**src/rtl/spi_word_rx.sv**
```systemverilog
`default_nettype none
// +--------------------------------------------------------------------------+
// | spi_word_rx: SPI mode-0 word receiver, 2-flop input sync, valid/ready out |
// | Rev 1.0                                                                  |
// +--------------------------------------------------------------------------+
module spi_word_rx #(
   parameter int WIDTH         = 32,
   parameter bit CS_ACTIVE_LOW = 1'b1
) (
   input  logic             clk,
   input  logic             rst,
   input  logic             spi_sck,
   input  logic             spi_mosi,
   input  logic             spi_cs,
   output logic [WIDTH-1:0] out_data,
   output logic             out_valid,
   input  logic             out_ready,
   output logic             overflow,
   output logic             frame_err
);
   localparam int               CNT_W    = $clog2(WIDTH + 1);
   localparam logic [1:0]       IDLE     = 2'd0;
   localparam logic [1:0]       SHIFT    = 2'd1;
   localparam logic [1:0]       TAIL     = 2'd2;
   localparam logic [CNT_W-1:0] LAST_BIT = CNT_W'(WIDTH - 1);

   logic             sck_meta_q, sck_sync_q, sck_prev_q;
   logic             mosi_meta_q, mosi_sync_q;
   logic             cs_meta_q, cs_sync_q;
   logic [1:0]       state_q, state_d;
   logic [CNT_W-1:0] cnt_q, cnt_d;
   logic [WIDTH-1:0] shift_q, shift_d;
   logic             extra_q, extra_d;
   logic             armed_q, armed_d;
   logic [WIDTH-1:0] out_data_q, out_data_d;
   logic             out_valid_q, out_valid_d;
   logic             overflow_q, overflow_d;
   logic             frame_err_q, frame_err_d;
   logic             cs_act;
   logic             sck_rise;
   logic             word_done;

   assign cs_act   = CS_ACTIVE_LOW ? ~cs_sync_q : cs_sync_q;
   assign sck_rise = sck_sync_q & ~sck_prev_q;

   always_ff @(posedge clk) begin
      if (rst) begin
         sck_meta_q  <= 1'b0;
         sck_sync_q  <= 1'b0;
         sck_prev_q  <= 1'b0;
         mosi_meta_q <= 1'b0;
         mosi_sync_q <= 1'b0;
         cs_meta_q   <= 1'b0;
         cs_sync_q   <= 1'b0;
         state_q     <= IDLE;
         cnt_q       <= '0;
         shift_q     <= '0;
         extra_q     <= 1'b0;
         armed_q     <= 1'b0;
         out_data_q  <= '0;
         out_valid_q <= 1'b0;
         overflow_q  <= 1'b0;
         frame_err_q <= 1'b0;
      end else begin
         sck_meta_q  <= spi_sck;
         sck_sync_q  <= sck_meta_q;
         sck_prev_q  <= sck_sync_q;
         mosi_meta_q <= spi_mosi;
         mosi_sync_q <= mosi_meta_q;
         cs_meta_q   <= spi_cs;
         cs_sync_q   <= cs_meta_q;
         state_q     <= state_d;
         cnt_q       <= cnt_d;
         shift_q     <= shift_d;
         extra_q     <= extra_d;
         armed_q     <= armed_d;
         out_data_q  <= out_data_d;
         out_valid_q <= out_valid_d;
         overflow_q  <= overflow_d;
         frame_err_q <= frame_err_d;
      end
   end

   // A frame may only start once cs has been seen deasserted, so a frame
   // that was already running when reset released is skipped entirely.
   always_comb begin
      state_d = state_q;
      case (state_q)
         IDLE:    if (cs_act && armed_q) state_d = SHIFT;
         SHIFT: begin
            if (!cs_act)                           state_d = IDLE;
            else if (sck_rise && cnt_q == LAST_BIT) state_d = TAIL;
         end
         TAIL:    if (!cs_act) state_d = IDLE;
         default: state_d = IDLE;
      endcase
   end

   always_comb begin
      cnt_d       = cnt_q;
      shift_d     = shift_q;
      extra_d     = extra_q;
      armed_d     = armed_q | ~cs_act;
      word_done   = 1'b0;
      frame_err_d = 1'b0;
      case (state_q)
         IDLE: begin
            cnt_d   = '0;
            extra_d = 1'b0;
         end
         SHIFT: begin
            if (!cs_act) begin
               frame_err_d = 1'b1;
               cnt_d       = '0;
            end else if (sck_rise) begin
               shift_d    = shift_q << 1;
               shift_d[0] = mosi_sync_q;
               cnt_d      = cnt_q + CNT_W'(1);
               word_done  = (cnt_q == LAST_BIT);
            end
         end
         TAIL: begin
            if (!cs_act) begin
               frame_err_d = extra_q;
               extra_d     = 1'b0;
            end else if (sck_rise) begin
               extra_d = 1'b1;
            end
         end
         default: ;
      endcase

      // Output slot frees on a handshake, which lets a completing word
      // replace the departing one on the same edge.
      out_data_d  = out_data_q;
      out_valid_d = out_valid_q & ~out_ready;
      overflow_d  = 1'b0;
      if (word_done) begin
         if (!out_valid_q || out_ready) begin
            out_data_d  = shift_d;
            out_valid_d = 1'b1;
         end else begin
            overflow_d = 1'b1;
         end
      end
   end

   assign out_data  = out_data_q;
   assign out_valid = out_valid_q;
   assign overflow  = overflow_q;
   assign frame_err = frame_err_q;

endmodule
`default_nettype wire
```
**config.mk**
```make
export PLATFORM = sky130hd
export DESIGN_NAME = spi_word_rx
export DESIGN_NICKNAME = d
export VERILOG_FILES = /design/src/rtl/spi_word_rx.sv
export SDC_FILE = /design/constraint.sdc
export NUM_CORES = 1
export LEC_CHECK = 0
export ABC_AREA = 0
export CORE_MARGIN = 5
export CORE_UTILIZATION = 49
export DETAILED_ROUTE_END_ITERATION = 6
export GPL_TIMING_DRIVEN = 0
export MAX_ROUTING_LAYER = met4
export PLACE_DENSITY_LB_ADDON = 0.08
export SYNTH_ARGS = -nofsm -noshare
export SYNTH_HDL_FRONTEND = slang
export SYNTH_SLANG_ARGS = --single-unit
```
**constraint.sdc**
```tcl
create_clock -name clk -period 1.5 [get_ports clk]
set_input_delay 0.3 -clock clk [delete_from_list [all_inputs] [get_ports clk]]
set_output_delay 0.3 -clock clk [all_outputs]
set_load 0.05 [all_outputs]
```
==> flow_summary.ini, run 1 <==
[outcome]
status = finished with violations
violations = setup timing

[power]
ir_drop_uv = 627
clkPwrFrac_pct = 31.8
power_frac_comb_pct = 15.4
p_leak_nw = 1.60
switching_share_pct = 26.8
p_sw_mw = 1.15
internal-power_mw = 3.15
power_density_nw_per_um2 = 916
power_frac_seq_pct = 52.8

[die]
dieArea_sq_um = 8310
row_count = 29
start_util_pct = 50.5
core_area_sq_um = 6390
die_w_microns = 91.1
boundaryPins = 41
die_h_microns = 91.1

[cts]
clockBufferDepth = 2
cts_root_buf = clkbuf_8
clkSinkCount = 84
cts_tree = yes
numCtsBuffers = 9
clock_latency_ps = 350
holdBufCountCts = 0
cts.htree.levels = 3
cts.clk_slew.worst_paths_ps = 90

[yosys]
synth_top_family_by_area = simple AND/OR/NAND/NOR gates
synth-simple-area-share_pct = 15.0
netlist_instances = 298
synth_top_area_share_pct = 52.1
synth-seq-cells = 84
ys_warn_count = 0
synth-xor-area-share_pct = 1.09
synth_seq_area_share_pct = 52.1
synth_compound_area_share_pct = 14.7
synth_area_leaders = dfxtp_1 (52%), a211oi_2 (11%), mux2i_1 (11%), nor2_1 (8.7%), ha_1 (1.9%)
syn_area_sq_um = 3230
post_synth_num_cell_types = 31
synthAdderAreaFrac_pct = 1.94
synth.avg_cell_area_sq_um = 10.8
syn-num-nets = 309
synth.area.mux_share_pct = 10.6
yosysTopAreaCell = dfxtp_1

[worst_setup_path]
start_kind = flop
startpoint = sck_sync_q
criticalPathCategory = reg -> reg
crit_path_end_kind = flop
cp_data_arrival_time_ps = 1880
r2r-start = sck_sync_q
cp_max_fo = 6
critical_path_required_ps = 1710

[layout]
fin_nets = 384
fin_util_pct = 73.6
n_antenna_cell = 0
fill_cells = 419
area_growth_syn_to_layout_pct = 45.7
finalNonFillerCells = 455
drive_gt1_share_pct = 45.0

[routing]
dr.pass1.iters = 4
postRouteAntennaNets = 0
drc_errors = 0
routedWlPerCell_microns = 15.4
viasPerCell = 5.20
wl_mm = 7.02
drtIter0Drc = 53
vias = 2366

[global_route]
grt.total_usage_pct = 17.6
grt_pass1_wl_mm = 11.7
grt-ovfl-total = 0
antenna_found_initial = 0
grt_max_degree = 14
grt_pass1_vias = 2421

[timing]
hold_viol = 0
rsz0062_at_grt = true
clock_skew_ps = 12.5
max_slew_margin_pct = 53.9
fmax_mhz = 597
slew_violations = 0
finalSetupViolCount = 66
period_minus_slack_ps = 1670
worstMarginPinSlew_ps = 691
finalCritPeriodShare_pct = 112
setup_ws_ps = -174

[hold_path]
hp-class = reg -> reg
hp-start = sck_meta_q

[placement]
dp_hpwl_mm = 4.18
dp_cells = 414
gp_congestion = 0.815
port_buffers = 39

[run]
maxCapViolations = 0
## sequential cells by signal, summed over array words and instances (netlist names), 2 cells and up
| name | cells |
|---|---|
| cnt_q | 6 |
| out_data | 32 |
| shift_q | 32 |
| state_q | 2 |
## routing by layer
metal  GRT usage [%]  vias up  share of wire, %
met1            22.6     1136                47
met2            27.9       47                50
met3            2.89       10               2.8
met5               -        -                 0
met4            6.60        0               1.1
li1                -     1173                 -
## final timing paths
path,end,cells after the start,slack (ps)
setup reg to reg,out_data[26],7,-170
setup / recovery,out_data[26],7,-170
hold / removal,sck_sync_q,1,450
hold reg to reg,sck_sync_q,1,450
## layout make-up
cell class / instances / area, sq um / area share (%)
inverters: 3 / 11.3 / 0.240
clock buffers: 11 / 131 / 2.80
flip-flops and latches: 84 / 1690 / 36.0
clock inverters: 5 / 28.8 / 0.613
repair buffers: 64 / 622 / 13.2
multi-input cells: 191 / 1910 / 40.7
well taps: 77 / 96.3 / 2.05
plain buffers: 20 / 205 / 4.37
## placed cells by master (no fill, tap or decap), types with 3 or more instances in the layout
cell,instances
xnor2_1,4
dfxtp_1,78
nand2b_1,5
clkdlybuf4s15_1,3
a211oi_1,4
nor2_2,3
clkdlybuf4s50_1,4
buf_12,5
mux2i_4,31
clkbuf_1,8
a211oi_2,30
clkbuf_8,9
clkinv_2,4
clkbuf_2,20
nor2b_1,8
buf_4,11
buf_8,4
nor2_1,71
dfxtp_2,6
clkdlybuf4s15_2,12
buf_6,12
## per-stage QoR
step	TNS, ps	hold WS, ps	total power [mW]	worst slack, ps	area (sq um)
4_1_cts	-5900	448	4.16	-163	4480
2_1_floorplan	-850	414	2.64	-30.1	3410
6_report	-7540	445	4.30	-174	4700
3_3_place_gp	-13910	416	2.71	-257	3890
5_1_grt	-12790	468	4.48	-265	4700
3_5_place_dp	-14570	431	2.72	-277	3890
## kinds of logic (layout without fill, tap and decap cells)
| logic type | count (synthesis) | count (layout) |
|---|---|---|
| mux | 34 | 34 |
| simple gates | 102 | 102 |
| xor+xnor | 4 | 4 |
| compound gates | 46 | 46 |
| buf+inv | 23 | 103 |
| flops | 84 | 84 |
| fa+ha+maj | 5 | 5 |
## critical path: stages, from the launching register on
cell and delay (ps):
dfxtp_2 330, or2b_1 230, buf_6 130, nor2_8 200, buf_12 150, buf_16 130, mux2i_4 260, a211oi_2 90
## cells in the mapped netlist, drive strengths merged
library cell,n
nand2,2
o21ai,2
nor3,1
a21o,2
ha,5
nand3,2
o32ai,1
a22oi,1
xnor2,4
nor2b,9
mux2i,34
clkbuf,7
o21bai,1
or2b,1
nand4,1
buf,13
nand2b,6
or3b,1
a211oi,35
a2111oi,1
nor2,76
dfxtp,84
or2,1
nor4b,1
or3,1
a21oi,3
inv,3
## power groups by stage
stage	Sequential (mW)	Clock, mW	Combinational, mW
2_1_floorplan	2.32	0	0.321
3_3_place_gp	2.32	0	0.388
3_5_place_dp	2.32	0	0.393
4_1_cts	2.27	1.40	0.489
5_1_grt	2.28	1.49	0.711
6_report	2.27	1.37	0.662
## timing repair
action | CTS | global route
buffers inserted | 14 | 7
gates cloned | 4 | 2
resized for setup | 120 | 64
endpoints found under the setup margin | 104 | 96
pin swaps | 5 | 14
(Power assumes the default switching activity.)
==> run 2, diff against run 1 <==
CORE_MARGIN = 2   (was 5)
PLACE_DENSITY = 0.8   (was default)
PLACE_DENSITY_LB_ADDON = default   (was 0.08)
==> run 2 against run 1 <==
Net effect:
- the run still ends with setup timing left
- global-route usage is 5.7 points higher
- first-iteration DRC count is 100% higher
- non-clock buffer count is 6 lower
- clock skew is 4.9 ps higher
- fmax is 1.1% lower
- critical endpoint is now out_data[2]
- die area is 13% lower
- cell count is 1.3% lower
- largest cell class unchanged
- final area is 2.0% higher
- largest power group unchanged
- register-to-register slack worse by 20 ps
- critical path depth stayed put
==> flow_summary.ini, run 2 (synthesis results as in run 1) <==
[power]
power_mw = 4.58
internal-power_mw = 3.30
power_density_nw_per_um2 = 956
ir_drop_uv = 957
power_frac_seq_pct = 49.7
p_sw_mw = 1.27
switching_share_pct = 27.8
clkPwrFrac_pct = 37.3
p_leak_nw = 1.57
power_frac_comb_pct = 13.1

[cts]
cts_tree = yes
numCtsBuffers = 9
cts.clk_slew.worst_paths_ps = 90
clock_latency_ps = 370
cts_root_buf = clkbuf_8
clkSinkCount = 84
clockBufferDepth = 2
holdBufCountCts = 0
cts.htree.levels = 3

[worst_setup_path]
cp_max_fo = 10
criticalPathCategory = reg -> reg
crit_family = simple AND/OR/NAND/NOR gates
critical_path_required_ps = 1770
critPathSlowestCell = dfxtp_4
critPathMaxStageDelay_ps = 380
cp_data_arrival_time_ps = 1960
crit_path_end_kind = flop
worst-path-buf-inv = 2
start_kind = flop
crit_chain = ha_4 > nand4_1 > nor4b_4 > buf_6 > buf_8 > nor2_1 > a211oi_2

[routing]
routedWlPerCell_microns = 18.2
drc_errors = 0
vias = 2447
postRouteAntennaNets = 0
wl_mm = 8.17
viasPerCell = 5.45
drtIter0Drc = 106
dr.pass1.iters = 4

[global_route]
antenna_found_initial = 0
grt_pass1_vias = 2528
grt-ovfl-total = 0
grt_pass1_wl_mm = 12.5
grt.total_usage_pct = 23.3
grt_max_degree = 17

[layout]
area_growth_syn_to_layout_pct = 48.5
drive_gt1_share_pct = 46.5
fin_nets = 378
final_common_cell = dfxtp_1
n_antenna_cell = 0
final_area_sq_um = 4790
final_cell_mix = dfxtp_1 (78), nor2_1 (66), a211oi_2 (31)
fin_util_pct = 75.4

[placement]
port_buffers = 39
post_dp_cell_area_sq_um = 3890
dp_hpwl_mm = 4.23
gp_congestion = 0.744

[timing]
hold_viol = 0
finalCritPeriodShare_pct = 113
finalSetupViolCount = 68
max_slew_margin_pct = 48.9
slew_violations = 0
clock_skew_ps = 17.4
setup_ws_ps = -192
period_minus_slack_ps = 1690
worstMarginPinSlew_ps = 766
rsz0062_at_grt = true
fmax_mhz = 591
holdWs_ps = 448

[die]
start_util_pct = 50.8
core_area_sq_um = 6350
row_count = 29
die_h_microns = 85.1
dieArea_sq_um = 7250
die_w_microns = 85.1
boundaryPins = 41

[outcome]
violations = setup timing
status = finished with violations

[hold_path]
hp-class = reg -> reg

[run]
maxCapViolations = 0
run 2: cell types whose count changed in the layout (fill, tap and decap cells not counted), sizes merged, moves of 2 or more:
cell,previous run,this run
clkinv,5,3
clkbuf,39,23
buf,36,31
inv,3,5
clkdlybuf4s15,15,29
run 2: final timing paths:
path / startpoint / end / slack [ps] / depth (start not counted)
setup / recovery: cnt_q[0] / out_data[2] / -190 / 7
hold / removal: sck_meta_q / sck_sync_q / 450 / 1
setup reg to reg: cnt_q[0] / out_data[2] / -190 / 7
hold reg to reg: sck_meta_q / sck_sync_q / 450 / 1
run 2: cell type report:
type | instances | area (sq um)
well taps | 77 | 96.3
clock inverters | 7 | 83.8
fillers | 372 | 1560
repair buffers | 59 | 683
flip-flops and latches | 84 | 1690
plain buffers | 19 | 188
clock buffers | 9 | 124
inverters | 3 | 11.3
multi-input cells | 191 | 1910
run 2: metrics by stage:
step | setup TNS, ps | instances | setup slack, ps
4_1_cts | -5650 | 446 | -151
3_3_place_gp | -11680 | 414 | -233
3_5_place_dp | -13220 | 414 | -266
5_1_grt | -11520 | 449 | -256
6_report | -7080 | 449 | -192
2_1_floorplan | -850 | 298 | -30.1
run 2: timing repair:
item                       in CTS  in global routing
setup buffers                  12                  6
setup endpoints to repair     105                 81
pin swaps                       9                 14
gates resized for setup       151                 43
cloned                          4                  1
run 2: power by group through the flow:
stage	combinational, mW	clock, mW	sequential, mW
after floorplan	0.321	0	2.32
after global placement	0.388	0	2.32
after detailed placement	0.395	0	2.32
after CTS	0.528	1.70	2.28
after global routing	0.628	1.81	2.28
final	0.598	1.71	2.27
run 2: per-layer routing:
layer / up-vias / track usage [%] / wire [microns]
li1: 1173 / - / -
met1: 1190 / 26.9 / 3410
met2: 63 / 38.7 / 4170
met3: 21 / 4.09 / 290
met4: 0 / 12.4 / 291
met5: - / - / 0
==> run 3, diff against run 2 <==
CTS_BUF_LIST = sky130_fd_sc_hd__clkbuf_16   (was default)
==> run 3 against run 2 <==
Net effect:
- the run still ends with setup timing left
- via count down 0.33%
- combinational power up 3%
- final area about the same
- clock skew down 6.8 ps
- routed wire length up 1.5%
- global-route usage down 0.78 points
- first-iteration DRC count down 26%
- total power up 13%
- fmax down 2.6%
- critical endpoint is now out_data[24]
==> flow_summary.ini, run 3 (synthesis results as in run 1) <==
[cts]
clock_latency_ps = 350
cts.htree.levels = 3
cts_root_buf = clkbuf_16
cts_tree = yes
holdBufCountCts = 0
clkSinkCount = 84
cts.clk_slew.worst_paths_ps = 60
clockBufferDepth = 2
numCtsBuffers = 9

[worst_setup_path]
start_kind = flop
reg2reg_to = out_data[24]
r2r_slack_ps = -240
crit_path_end_kind = flop
criticalPathCategory = reg -> reg
cp_max_fo = 10
critical_path_required_ps = 1760
ff2ff_path_depth = 6
cp_data_arrival_time_ps = 1990
r2r-start = sck_prev_q

[hold_path]
hp-start = sck_meta_q
hp-class = reg -> reg
holdPathStages = 1
hold_end = sck_sync_q

[placement]
dp_cells = 414
gp_congestion = 0.744
dp_hpwl_mm = 4.23
pre_cts_slack_ps = -266
post_dp_cell_area_sq_um = 3890
port_buffers = 39

[routing]
wl_mm = 8.29
dr.pass1.iters = 4
routedWlPerCell_microns = 18.5
drtIter0Drc = 78
drc_errors = 0
viasPerCell = 5.46
postRouteAntennaNets = 0
vias = 2439

[outcome]
violations = setup timing
status = finished with violations

[layout]
fin_util_pct = 75.5
fin_nets = 376
fill_cells = 379
drive_gt1_share_pct = 42.2
final_common_cell = dfxtp_1
area_growth_syn_to_layout_pct = 48.6
final_cell_mix = dfxtp_1 (79), nor2_1 (69), a211oi_2 (33)
n_antenna_cell = 0
final_area_sq_um = 4790
finalNonFillerCells = 447

[power]
clkPwrFrac_pct = 44.3
power_mw = 5.19
power_density_nw_per_um2 = 1080
power_frac_seq_pct = 43.8
power_frac_comb_pct = 11.9
p_sw_mw = 1.35
switching_share_pct = 26.0
ir_drop_uv = 965
internal-power_mw = 3.84
p_leak_nw = 1.62

[global_route]
grt-ovfl-total = 0
grt_pass1_vias = 2420
grt_pass1_wl_mm = 12.2
antenna_found_initial = 0
grt_max_degree = 17
grt.total_usage_pct = 22.6

[timing]
worstMarginPinSlew_ps = 786
finalCritPeriodShare_pct = 116
holdWs_ps = 444
finalSetupViolCount = 66
period_minus_slack_ps = 1740
fin_setup_tns_ps = -9560
hold_viol = 0
setup_ws_ps = -237
fmax_mhz = 576
rsz0062_at_grt = true
clock_skew_ps = 10.6
slew_violations = 0
max_slew_margin_pct = 47.6

[die]
start_util_pct = 50.8
core_area_sq_um = 6350
row_count = 29
die_h_microns = 85.1
die_w_microns = 85.1
boundaryPins = 41
dieArea_sq_um = 7250

[run]
maxCapViolations = 0
-- run 3: cell count changes in the layout (fill, tap and decap cells not counted), sizes merged --
| cell | previous run | this run |
|---|---|---|
| buf | 31 | 30 |
| clkbuf | 23 | 31 |
| clkdlybuf4s15 | 29 | 18 |
| dlygate4sd2 | 0 | 2 |
-- run 3: worst max-delay path, cell delays in order (launching register included) --
cell and delay [ps]:
dfxtp_1 310, or3b_4 420, nor4b_4 380, buf_6 200, buf_8 140, nor2_1 50
a211oi_2 150
-- run 3: layout make-up --
type | count | area (sq um) | share of cell area (%)
Buffer | 20 | 205 | 4.28
Clock buffer | 9 | 225 | 4.70
Clock inverter | 7 | 83.8 | 1.75
Inverter | 3 | 11.3 | 0.235
Multi-Input combinational cell | 191 | 1940 | 40.5
Sequential cell | 84 | 1690 | 35.3
Tap cell | 77 | 96.3 | 2.01
Timing Repair Buffer | 56 | 537 | 11.2
-- run 3: repair_timing --
| item | CTS | global route |
|---|---|---|
| pin swaps | 5 | 13 |
| cloned | 4 | 0 |
| gates resized for setup | 110 | 64 |
| setup endpoints to repair | 105 | 97 |
| setup buffers | 7 | 7 |
-- run 3: worst max path at each step --
stage                          start      endpoint  slack, ps  depth (start not counted)
after floorplan           sck_sync_q   out_data[0]        -30                          6
after global placement     out_ready  out_data[10]       -230                          7
after detailed placement   out_ready  out_data[12]       -270                          7
after CTS                 sck_prev_q  out_data[24]       -170                          6
after global routing      sck_sync_q  out_data[30]       -300                          6
final                     sck_prev_q  out_data[24]       -240                          6
-- run 3: power groups by stage --
stage                     Sequential [mW]  Clock, mW  Combinational, mW
after detailed placement             2.32          0              0.395
final                                2.27       2.30              0.615
after global routing                 2.27       2.42              0.649
after global placement               2.32          0              0.388
after floorplan                      2.32          0              0.321
after CTS                            2.28       2.29              0.522
-- run 3: routing by layer --
layer / up-vias / global-route usage, % / part of all wire [%]
met5: - / - / 0
met4: 0 / 11.3 / 2.9
met3: 18 / 3.31 / 4.0
met2: 70 / 36.8 / 51
met1: 1187 / 27.3 / 43
li1: 1164 / - / -
